===== config.mk =====
export PLATFORM = sky130hd
export DESIGN_NAME = vid_out_select
export DESIGN_NICKNAME = d
export VERILOG_FILES = /design/src/rtl/vid_out_select.sv
export SDC_FILE = /design/constraint.sdc
export NUM_CORES = 1
export LEC_CHECK = 0
export ABC_CLOCK_PERIOD_IN_PS = 2500
export CORE_ASPECT_RATIO = 1.4
export CORE_MARGIN = 8
export CORE_UTILIZATION = 45
export DETAILED_ROUTE_END_ITERATION = 16
export HOLD_SLACK_MARGIN = 0.02
export PLACE_DENSITY_LB_ADDON = 0.08
export SYNTH_ARGS = -nofsm -noshare
export SYNTH_HDL_FRONTEND = slang
export SYNTH_SLANG_ARGS = --single-unit

===== constraint.sdc =====
create_clock -name clk -period 2.5 [get_ports clk]
set_input_delay 0.75 -clock clk [delete_from_list [all_inputs] [get_ports clk]]
set_output_delay 0.75 -clock clk [all_outputs]
set_load 0.02 [all_outputs]

===== src/rtl/vid_out_select.sv =====
// Output-path selector: debounced source select, frame-aligned switching,
// and RGB blanking for a few frames after each change of source.
module vid_out_select #(
  parameter int          NUM_SRC      = 2,
  parameter int          SEL_W        = 1,
  parameter int          RW           = 6,
  parameter int          GW           = 7,
  parameter int          BW           = 6,
  parameter logic [23:0] DEBOUNCE_MAX = 24'd10,
  parameter logic [23:0] VS_TIMEOUT   = 24'd1000,
  parameter int          BLANK_FRAMES = 2
) (
  input  logic                  clk,
  input  logic                  reset_l,
  input  logic [SEL_W-1:0]      sw,
  input  logic [NUM_SRC*RW-1:0] src_red,
  input  logic [NUM_SRC*GW-1:0] src_green,
  input  logic [NUM_SRC*BW-1:0] src_blue,
  input  logic [NUM_SRC-1:0]    src_hsync,
  input  logic [NUM_SRC-1:0]    src_vsync,
  output logic [RW-1:0]         red,
  output logic [GW-1:0]         green,
  output logic [BW-1:0]         blue,
  output logic                  hsync,
  output logic                  vsync,
  output logic [SEL_W-1:0]      sel_active,
  output logic                  switching
);

  typedef enum logic [1:0] {ST_RUN, ST_WAIT_VS, ST_BLANK} state_e;

  localparam logic [SEL_W:0]   NUM_SRC_W = (SEL_W+1)'(NUM_SRC);
  localparam logic [SEL_W-1:0] MAX_SEL   = SEL_W'(NUM_SRC - 1);
  localparam logic [3:0]       BLANK_N   = 4'(BLANK_FRAMES);

  state_e           state_q, state_d;
  logic [SEL_W-1:0] sw_meta_q, sw_meta_d;
  logic [SEL_W-1:0] sw_sync_q, sw_sync_d;
  logic [SEL_W-1:0] sw_stable_q, sw_stable_d;
  logic [23:0]      db_cnt_q, db_cnt_d;
  logic [SEL_W-1:0] acc_sel_q, acc_sel_d;
  logic [SEL_W-1:0] sel_q, sel_d;
  logic             vs_prev_q, vs_prev_d;
  logic [23:0]      tmo_q, tmo_d;
  logic [3:0]       frame_q, frame_d;
  logic [RW-1:0]    red_q, red_d;
  logic [GW-1:0]    green_q, green_d;
  logic [BW-1:0]    blue_q, blue_d;
  logic             hsync_q, hsync_d;
  logic             vsync_q, vsync_d;
  logic             cur_vs;
  logic             vs_rise;

  // Synchroniser and debounce; out-of-range selects clamp to the last source.
  always_comb begin
    sw_meta_d   = sw;
    sw_sync_d   = sw_meta_q;
    sw_stable_d = sw_sync_q;
    db_cnt_d    = db_cnt_q;
    acc_sel_d   = acc_sel_q;
    if (sw_sync_q != sw_stable_q) begin
      db_cnt_d = '0;
    end else if (db_cnt_q != DEBOUNCE_MAX) begin
      db_cnt_d = db_cnt_q + 24'd1;
    end else begin
      acc_sel_d = ({1'b0, sw_stable_q} >= NUM_SRC_W) ? MAX_SEL : sw_stable_q;
    end
  end

  always_comb begin
    cur_vs = 1'b0;
    for (int unsigned i = 0; i < NUM_SRC; i++) begin
      if (sel_q == SEL_W'(i)) cur_vs = src_vsync[i];
    end
    vs_rise = cur_vs & ~vs_prev_q;
  end

  always_comb begin
    state_d = state_q;
    sel_d   = sel_q;
    tmo_d   = tmo_q;
    frame_d = frame_q;
    case (state_q)
      ST_RUN: begin
        if (acc_sel_q != sel_q) begin
          state_d = ST_WAIT_VS;
          tmo_d   = '0;
        end
      end
      ST_WAIT_VS: begin
        if (acc_sel_q == sel_q) begin
          state_d = ST_RUN;
        end else if (vs_rise || (tmo_q == VS_TIMEOUT)) begin
          sel_d   = acc_sel_q;
          frame_d = '0;
          state_d = (BLANK_N == 4'd0) ? ST_RUN : ST_BLANK;
        end else if (tmo_q != '1) begin
          tmo_d = tmo_q + 24'd1;
        end
      end
      ST_BLANK: begin
        if (acc_sel_q != sel_q) begin
          state_d = ST_WAIT_VS;
          tmo_d   = '0;
        end else if (vs_rise) begin
          frame_d = frame_q + 4'd1;
          if ((frame_q + 4'd1) == BLANK_N) state_d = ST_RUN;
        end
      end
      default: state_d = ST_RUN;
    endcase
  end

  // Output mux uses next-cycle select/state so the pixel sampled on the
  // switching edge already comes from (and is blanked for) the new source.
  always_comb begin
    vs_prev_d = (sel_d != sel_q) ? 1'b0 : cur_vs;
    red_d     = '0;
    green_d   = '0;
    blue_d    = '0;
    hsync_d   = 1'b0;
    vsync_d   = 1'b0;
    for (int unsigned i = 0; i < NUM_SRC; i++) begin
      if (sel_d == SEL_W'(i)) begin
        red_d   = src_red[i*RW +: RW];
        green_d = src_green[i*GW +: GW];
        blue_d  = src_blue[i*BW +: BW];
        hsync_d = src_hsync[i];
        vsync_d = src_vsync[i];
      end
    end
    if (state_d == ST_BLANK) begin
      red_d   = '0;
      green_d = '0;
      blue_d  = '0;
    end
  end

  always_ff @(posedge clk or negedge reset_l) begin
    if (!reset_l) begin
      state_q     <= ST_RUN;
      sw_meta_q   <= '0;
      sw_sync_q   <= '0;
      sw_stable_q <= '0;
      db_cnt_q    <= '0;
      acc_sel_q   <= '0;
      sel_q       <= '0;
      vs_prev_q   <= 1'b0;
      tmo_q       <= '0;
      frame_q     <= '0;
      red_q       <= '0;
      green_q     <= '0;
      blue_q      <= '0;
      hsync_q     <= 1'b0;
      vsync_q     <= 1'b0;
    end else begin
      state_q     <= state_d;
      sw_meta_q   <= sw_meta_d;
      sw_sync_q   <= sw_sync_d;
      sw_stable_q <= sw_stable_d;
      db_cnt_q    <= db_cnt_d;
      acc_sel_q   <= acc_sel_d;
      sel_q       <= sel_d;
      vs_prev_q   <= vs_prev_d;
      tmo_q       <= tmo_d;
      frame_q     <= frame_d;
      red_q       <= red_d;
      green_q     <= green_d;
      blue_q      <= blue_d;
      hsync_q     <= hsync_d;
      vsync_q     <= vsync_d;
    end
  end

  assign red        = red_q;
  assign green      = green_q;
  assign blue       = blue_q;
  assign hsync      = hsync_q;
  assign vsync      = vsync_q;
  assign sel_active = sel_q;
  assign switching  = (state_q != ST_RUN);

endmodule


==> metrics, run 1 <==
startpoint types=primary input; antenna viol nets, final=0; Power Density=839 nW/µm²; Critical Path AT=2670 ps; Fillers=776; syn_area_per_cell=9.78 µm²; CTS tree=yes; worst slack, placed=-381 ps; min Tclk post-route=~2400 ps; vias per inst=5.42; clk slew on worst S/H paths=~60 ps; gr busiest metal=met2; largest cells by area after synthesis=dfrtp_1 (50%), nor2_1 (5.2%), mux2i_1 (4.9%), nand2_1 (3.8%), xor2_1 (3.4%); Num CTS Buffers=9; crit end category=flip-flop; measured slew at the worst slew-check pin=725 ps; Slowest cell on crit path=clkdlybuf4s50_1; DR iter-0 viols=112; Setup violations, final=0; max frequency=between 0.4 and 0.5 GHz; Most common cell on crit path=buf_6; height of the die=128 µm; met2 Use GR=29.0%; Final Hold Fails=0; GRT overflow=0; total track usage=17.0%; fin nets=560; commonest non-fill, non-tap cell in the layout=dfrtp_1; Port Buf Inserts=67; IO Pins=68; max_cap viols=0; max-slew violation count=0; Core Area=8930 µm²; DR WL/cell=15.8 µm; DRT Wirelength=9770 µm; cell count after synthesis=416; CTS Root Cell=clkbuf_16; Initial Utilization=45.6%; GRT met3 Usage=5.30%; status=finished clean; setup TNS=0 ps; placed wire-length estimate=~7300 µm; Crit Path Class=primary input to flip-flop; peak supply drop=0.000486 V; Post-synth ARST share=100%; unrepaired setup endpoints after global routing=yes; Worst Setup Slack, final=51.7 ps; Warnings, synthesis=0; final period utilization=between 90% and 100%; share of cells above drive strength 1=~13%; FP Rows=41; HP Class=flip-flop to flip-flop; largest net degree at the start of global routing=38; critical-path cell list=clkdlybuf4s50_1 -> mux2i_1 -> or2_1 -> a311o_1 -> nor3_4 -> buf_6 -> buf_6 -> mux2_2; cell area after layout=5360 µm²; commonest cells after routing, fill and taps aside=dfrtp_1 (81), clkdlybuf4s50_1 (66), nor2_1 (55); DP Area=~5000 µm²; Die Span X=96.3 µm; prevailing post-synth register cell=dfrtp_1; crit path max fanout=5; n_diodes=0; EDFF count, synth=0; Slew headroom=51.5%; Post-Syn Area=4070 µm²; initial antenna violation count=0; GP Congestion=approximately 0.81; slowest cell delay on critical path=470 ps; CP delay by family, top=buffers and inverters; Yosys top cell area share=about 50%; Post-route DRC=0; drt pass-1 iters=4; Clk Latency, worst-skew pair=340 ps; area leader, netlist=dfrtp_1; met1 usage=between 10% and 20%; DR vias=3361; Total Power=4500 µW; htree depth=3; Sinks on Clock Net=81; first-pass GRT wire length=roughly 16000 µm; Synth Net Count=467; Seq cells post-synth=between 80 and 90; Hold-fix buffers, CTS=0; clock buffer depth=2; P_leak=0.00224 µW; critical path required time=roughly 2700 ps; vias in the first global route=around 3400; Buf+Inv Stages, Crit Path=3; die area=12400 µm²; Final Skew=between 9 and 10 ps; synthesis-to-finish area growth=31.9%; Yosys cell types=47; sequential area share after synthesis=49.8%
==> registers in the layout, summed over array words and instances (netlist names) <==
signal,count
db_cnt_q,24
tmo_q,24
green,7
blue,6
red,6
frame_q,4
state_q,2
acc_sel_q,1
hsync,1
sel_active,1
sw_meta_q,1
sw_stable_d,1
sw_stable_q,1
vs_prev_q,1
vsync,1
==> layout make-up <==
type	count	area [µm²]	area share, %
Inverter	10	37.5	0.700
Sequential cell	81	2030	37.8
Clock buffer	11	243	4.53
Clock inverter	4	51.3	0.957
Timing Repair Buffer	96	921	17.2
Multi-Input combinational cell	311	1950	36.4
Tap cell	107	134	2.50
==> path summary, 6_finish.rpt <==
kind / start / end / slack [ps] / cells after the start
setup / recovery: src_vsync[1] / vsync / 50 / 8
hold / removal: sw_meta_q / sw_stable_d / 370 / 0
setup reg to reg: tmo_q[13] / vsync / 130 / 7
hold reg to reg: sw_meta_q / sw_stable_d / 370 / 0
max in group asynchronous: reset_l / db_cnt_q[7] / 1420 / 2
min in group asynchronous: reset_l / tmo_q[1] / 380 / 1
==> what timing repair did <==
action,in CTS,in global routing
buffers inserted,0,1
cloned,0,1
pin swaps,0,8
endpoints found under the setup margin,6,24
gates resized for setup,2,11
==> stage by stage <==
step | hold WS [ps] | instances | utilization [%]
after floorplan | 331 | 416 | -
after global placement | 350 | 603 | 56.2
after detailed placement | 354 | 603 | 56.2
after CTS | 376 | 618 | 59.5
after global routing | 389 | 620 | 60.1
final | 369 | 620 | 60.1
==> power breakdown <==
group / internal [µW] / switching [µW]
Clock: 797 / 514
Combinational: 727 / 809
Sequential: 1510 / 144
Total: 3030 / 1470
==> routing by layer <==
layer / vias up / wire length [µm]
met2: 69 / 5000
met3: 15 / 550
met4: 0 / 167
met5: - / 0
met1: 1623 / 4050
li1: 1654 / -
==> synthesized netlist by cell type (all sizes together), types with 3 or more instances <==
library cell and count:
nor2 56, xnor2 11, nor4 9, and2 4, nand3 20, or2 7
nand4b 7, or3 12, o21ai 21, xor2 16, ha 6, mux2i 20
dfrtp 81, a21oi 14, and3 12, nand2 41, clkbuf 9, nor3 7
mux2 3, o211ai 8, and4 3, buf 5, nor4b 3, inv 10
nand4 13
==> cells by family (layout without fill, tap and decap cells) <==
group,Yosys count,count (layout),share of synthesized area (%)
buffers and inverters,24,121,2.71
AOI/OAI and AO/OA,52,52,7.75
adders and majority gates,6,6,1.85
DFF,81,81,49.8
muxes,23,23,5.75
xor gates and xnor gates,27,27,5.82
and+or+nand+nor,203,203,26.3
(Power assumes the default switching activity.)
==> run 2: changes to the inputs <==
- CORE_UTILIZATION: 45 -> 42
==> metrics, run 2 (synthesis results as in run 1) <==
RR Startpoint=tmo_q[10] (was tmo_q[13]); Critical Path AT=2600 ps (was 2670 ps); Sinks on Clock Net=81 (unchanged); fin nets=562 (was 560); height of the die=132 µm (was 128 µm); Clk Latency, worst-skew pair=340 ps (about the same); Hold Path Origin=sw_meta_q (unchanged); critical-path cell list=nor4_4 -> nand4b_1 -> a311o_1 -> nor3_4 -> buf_12 -> mux2_2 (was clkdlybuf4s50_1 -> mux2i_1 -> or2_1 -> a311o_1 -> nor3_4 -> buf_6 -> buf_6 -> mux2_2); largest net degree at the start of global routing=45 (was 38); Post-route DRC=0 (unchanged); peak supply drop=0.000483 V (was 0.000486 V); Die Span X=99.2 µm (was 96.3 µm); Slew headroom=60.9% (was 51.5%); GP Congestion=0.834 (was 0.813); Port Buf Inserts=67 (unchanged); Hold EP=sw_stable_d (unchanged); status=finished clean (unchanged); Crit Path Class=flip-flop to flip-flop (was primary input to flip-flop); total track usage=15.8% (was 17.0%); placed cells=605 (was 603); Slowest cell on crit path=a311o_1 (was clkdlybuf4s50_1); crit path max fanout=7 (was 5); htree depth=3 (unchanged); drt pass-1 iters=5 (was 4); worst slack, placed=-353 ps (was -381 ps); n_diodes=0 (unchanged); Initial Utilization=43.0% (was 45.6%); CTS Root Cell=clkbuf_16 (unchanged); clk slew on worst S/H paths=60 ps (about the same); die area=13100 µm² (was 12400 µm²); DR WL/cell=15.8 µm (about the same); share of cells above drive strength 1=13.4% (was 12.7%); GRT overflow=0 (unchanged); crit end category=flip-flop (unchanged); DR iter-0 viols=165 (was 112); DR vias=3416 (was 3361); Non-Filler Instances=626 (was 620); max-slew violation count=0 (unchanged); clock buffer depth=2 (unchanged); measured slew at the worst slew-check pin=582 ps (was 725 ps); synthesis-to-finish area growth=33.1% (was 31.9%); max_cap viols=0 (unchanged); IO Pins=68 (unchanged); Worst R2R Setup Slack=120 ps (was 130 ps); FP Rows=42 (was 41); commonest non-fill, non-tap cell in the layout=dfrtp_1 (unchanged); commonest cells after routing, fill and taps aside=dfrtp_1 (79), clkdlybuf4s50_1 (64), nor2_1 (56) (was dfrtp_1 (81), clkdlybuf4s50_1 (66), nor2_1 (55)); R2R depth=6 (was 7); final period utilization=95.1% (was 97.9%); min Tclk post-route=2380 ps (was 2450 ps); P_leak=0.00227 µW (was 0.00224 µW); critical path required time=2720 ps (about the same); Final Skew=7.00 ps (was 9.16 ps); max frequency=0.421 GHz (was 0.408 GHz); Power Density=825 nW/µm² (was 839 nW/µm²); Setup violations, final=0 (unchanged); Core Area=9460 µm² (was 8930 µm²); Total Power=4470 µW (was 4500 µW); unrepaired setup endpoints after global routing=no (was yes); vias in the first global route=3562 (was 3435); RR Endpoint=hsync (was vsync); Num CTS Buffers=9 (unchanged); startpoint types=flip-flop (was primary input); placed wire-length estimate=7250 µm (was 7270 µm); vias per inst=5.46 (was 5.42); initial antenna violation count=0 (unchanged); slowest cell delay on critical path=430 ps (was 470 ps); antenna viol nets, final=0 (unchanged); HP Class=flip-flop to flip-flop (unchanged); DRT Wirelength=9890 µm (was 9770 µm); Hold Path Depth=0 (unchanged); first-pass GRT wire length=17000 µm (was 16500 µm); Worst Setup Slack, final=122 ps (was 51.7 ps); Final Hold Fails=0 (unchanged); CTS tree=yes (unchanged)
==> run 2: cell count changes in the layout (fill, tap and decap cells not counted), sizes merged <==
cell,previous run,this run
clkdlybuf4s50,66,64
clkinvlp,1,2
inv,11,13
dlymetal6s2s,0,2
bufinv,1,0
buf,30,31
==> run 2: layout make-up <==
| class | count | area, µm² |
|---|---|---|
| clock buffer | 10 | 239 |
| clock inverter | 6 | 48.8 |
| fill | 837 | 4050 |
| inverter | 10 | 37.5 |
| multi-input combinational | 311 | 1950 |
| sequential | 81 | 2030 |
| tap | 110 | 138 |
| timing repair buffer | 98 | 965 |
==> run 2: where the power goes <==
part           internal (µW)  switching [µW]
Combinational            741             805
Clock                    712             552
Sequential              1510             147
==> run 2: worst max-delay path, delay by kind of cell (launching register included) <==
| family | cells | cell delay (ps) |
|---|---|---|
| simple gates | 3 | 910 |
| compound gates | 1 | 430 |
| flops | 1 | 410 |
| mux | 1 | 320 |
| buf+inv | 1 | 180 |
==> run 2: worst max-delay path by stage <==
stage | cells after the start | from | end
after floorplan | 8 | src_vsync[1] | blue[0]
after CTS | 8 | src_vsync[1] | hsync
after global placement | 7 | src_vsync[1] | tmo_q[21]
after detailed placement | 7 | src_vsync[1] | tmo_q[21]
after global routing | 6 | tmo_q[13] | vsync
final | 6 | tmo_q[10] | hsync
==> run 2: stage by stage <==
stage / area [µm²] / TNS, ps / util, % / hold slack, ps
after floorplan: 4070 / 0 / - / 331
after global placement: 5040 / -11330 / 53.3 / 345
after detailed placement: 5040 / -12590 / 53.3 / 337
after CTS: 5330 / 0 / 56.3 / 359
after global routing: 5410 / 0 / 57.2 / 368
final: 5410 / 0 / 57.2 / 356
==> run 2: timing repair <==
item | 4_1_cts | 5_1_grt
pin swaps | 0 | 7
hold buffers | 0 | 0
setup endpoints to repair | 4 | 24
endpoints found under the hold margin | 0 | 0
cloned | 0 | 2
buffers inserted | 0 | 3
resized for setup | 1 | 9
==> run 2: per-layer routing <==
metal | vias to the layer above | global-route usage, % | part of all wire [%] | wire length, µm
met4 | 0 | 5.07 | 0.73 | 72
met2 | 84 | 26.9 | 51 | 5050
met5 | - | 0 | 0 | 0
met1 | 1659 | 17.7 | 42 | 4160
li1 | 1667 | - | - | -
met3 | 6 | 5.72 | 6.0 | 598
==> run 3: changes to the inputs <==
- CELL_PAD_IN_SITES_DETAIL_PLACEMENT: unset -> 1
- CELL_PAD_IN_SITES_GLOBAL_PLACEMENT: unset -> 1
- CORE_UTILIZATION: 42 -> 41
==> metrics, run 3 (synthesis results as in run 1) <==
max frequency=0.427 GHz (was 0.421 GHz); Core Area=9790 µm² (was 9460 µm²); peak supply drop=0.000449 V (was 0.000483 V); Worst R2R Setup Slack=170 ps (was 120 ps); CP Launch Point=state_q[0] (was tmo_q[10]); Final Hold Fails=0 (unchanged); Buf+Inv Stages, Crit Path=1 (unchanged); status=finished clean (unchanged); CP delay by family, top=buffers and inverters (was simple AND/OR/NAND/NOR gates); die area=13400 µm² (was 13100 µm²); share of cells above drive strength 1=13.0% (was 13.4%); GRT overflow=0 (unchanged); Slowest cell on crit path=clkdlybuf4s50_1 (was a311o_1); Crit Path Class=flip-flop to primary output (was flip-flop to flip-flop); Fillers=1108 (was 837); max-slew violation count=0 (unchanged); Power Density=827 nW/µm² (was 825 nW/µm²); FP Rows=43 (was 42); Post-route DRC=0 (unchanged); vias in the first global route=3723 (was 3562); startpoint types=flip-flop (unchanged); crit path max fanout=4 (was 7); CTS tree=yes (unchanged); critical-path cell list=or2_2 -> clkdlybuf4s50_1 (was nor4_4 -> nand4b_1 -> a311o_1 -> nor3_4 -> buf_12 -> mux2_2); clock buffer depth=2 (unchanged); htree depth=3 (unchanged); RR Startpoint=tmo_q[1] (was tmo_q[10]); IO Pins=68 (unchanged); setup TNS=0 ps (unchanged); total track usage=17.5% (was 15.8%); Port Buf Inserts=67 (unchanged); stages on the worst setup path=2 (was 6); Hold-fix buffers, CTS=0 (unchanged); measured slew at the worst slew-check pin=599 ps (was 582 ps); first-pass GRT wire length=18400 µm (was 17000 µm); HP Class=flip-flop to flip-flop (unchanged); DR vias=3470 (was 3416); RR Endpoint=tmo_q[20] (was hsync); CP Capture Point=switching (was hsync); Sinks on Clock Net=81 (unchanged); cell area after layout=5410 µm² (about the same); vias per inst=5.34 (was 5.46); DRT Wirelength=11000 µm (was 9890 µm); Critical Path AT=1590 ps (was 2600 ps); Num CTS Buffers=9 (unchanged); DR iter-0 viols=76 (was 165); GP Congestion=0.841 (was 0.834); min Tclk post-route=2340 ps (was 2380 ps); height of the die=134 µm (was 132 µm); commonest non-fill, non-tap cell in the layout=dfrtp_1 (unchanged); crit end category=primary output (was flip-flop); placed wire-length estimate=8170 µm (was 7250 µm); synthesis-to-finish area growth=33.0% (was 33.1%); n_diodes=0 (unchanged); DR WL/cell=16.9 µm (was 15.8 µm); drt pass-1 iters=4 (was 5); DP Area=5100 µm² (was 5040 µm²); critical path required time=1750 ps (was 2720 ps); clk slew on worst S/H paths=70 ps (was 60 ps); Initial Utilization=41.5% (was 43.0%); final period utilization=93.8% (was 95.1%); initial antenna violation count=0 (unchanged); Final Skew=7.08 ps (was 7.00 ps); R2R depth=7 (was 6); Fin Hold WS=354 ps (was 356 ps); fin nets=561 (was 562); antenna viol nets, final=0 (unchanged); Clk Latency, worst-skew pair=340 ps (about the same); P_leak=0.00224 µW (was 0.00227 µW); Die Span X=100 µm (was 99.2 µm); largest net degree at the start of global routing=45 (unchanged); Setup violations, final=0 (unchanged); max_cap viols=0 (unchanged); commonest cells after routing, fill and taps aside=dfrtp_1 (81), clkdlybuf4s50_1 (64), nor2_1 (55) (was dfrtp_1 (79), clkdlybuf4s50_1 (64), nor2_1 (56)); CTS Root Cell=clkbuf_16 (unchanged); slowest cell delay on critical path=560 ps (was 430 ps); Slew headroom=60.1% (was 60.9%)
## run 3: cell types whose count changed in the layout (fill, tap and decap cells not counted), sizes merged
cell	before	now
inv	13	12
clkinv	1	3
dlygate4sd2	0	2
clkbuf	11	9
dlymetal6s2s	2	0
## run 3: what timing repair did
| action | 4_1_cts | 5_1_grt |
|---|---|---|
| setup buffers | 0 | 1 |
| hold endpoints to repair | 0 | 0 |
| endpoints found under the setup margin | 21 | 15 |
| pin swaps | 5 | 2 |
| resized for setup | 6 | 2 |
## run 3: worst min path at each step
stage,from,end,slack [ps],depth (start not counted)
finish,sw_meta_q,sw_stable_d,350,0
global route,sw_meta_q,sw_stable_d,380,0
CTS,sw_meta_q,sw_stable_d,350,0
detailed placement,sw_meta_q,sw_stable_d,340,0
global placement,sw_meta_q,sw_stable_d,340,0
floorplan,sw_meta_q,sw_stable_d,330,0
## run 3: final cells by class
type	count	area, µm²	share of cell area, %
Clock buffer	9	225	4.16
Inverter	10	37.5	0.694
Sequential cell	81	2030	37.5
Timing Repair Buffer	97	948	17.5
Tap cell	135	169	3.12
Multi-Input combinational cell	311	1950	36.0
Clock inverter	7	55.1	1.02
## run 3: per-stage QoR
step                power, µW  utilization [%]  setup WS (ps)  cells
floorplan                2430                -            171    416
global placement         3200             52.1           -394    633
detailed placement       3250             52.1           -438    633
CTS                      4530             55.1           92.3    649
global route             4740             55.3          -16.0    650
finish                   4480             55.3            156    650
## run 3: where the power goes
part | internal, µW | switching, µW
Combinational | 734 | 842
Sequential | 1510 | 140
Clock | 681 | 569
## run 3: routing by layer
layer	vias up	global-route usage (%)	share of wire, %
li1	1663	-	-
met1	1731	19.6	41
met2	61	30.2	53
met3	15	4.62	4.2
met4	0	7.51	2.1
met5	-	0	0
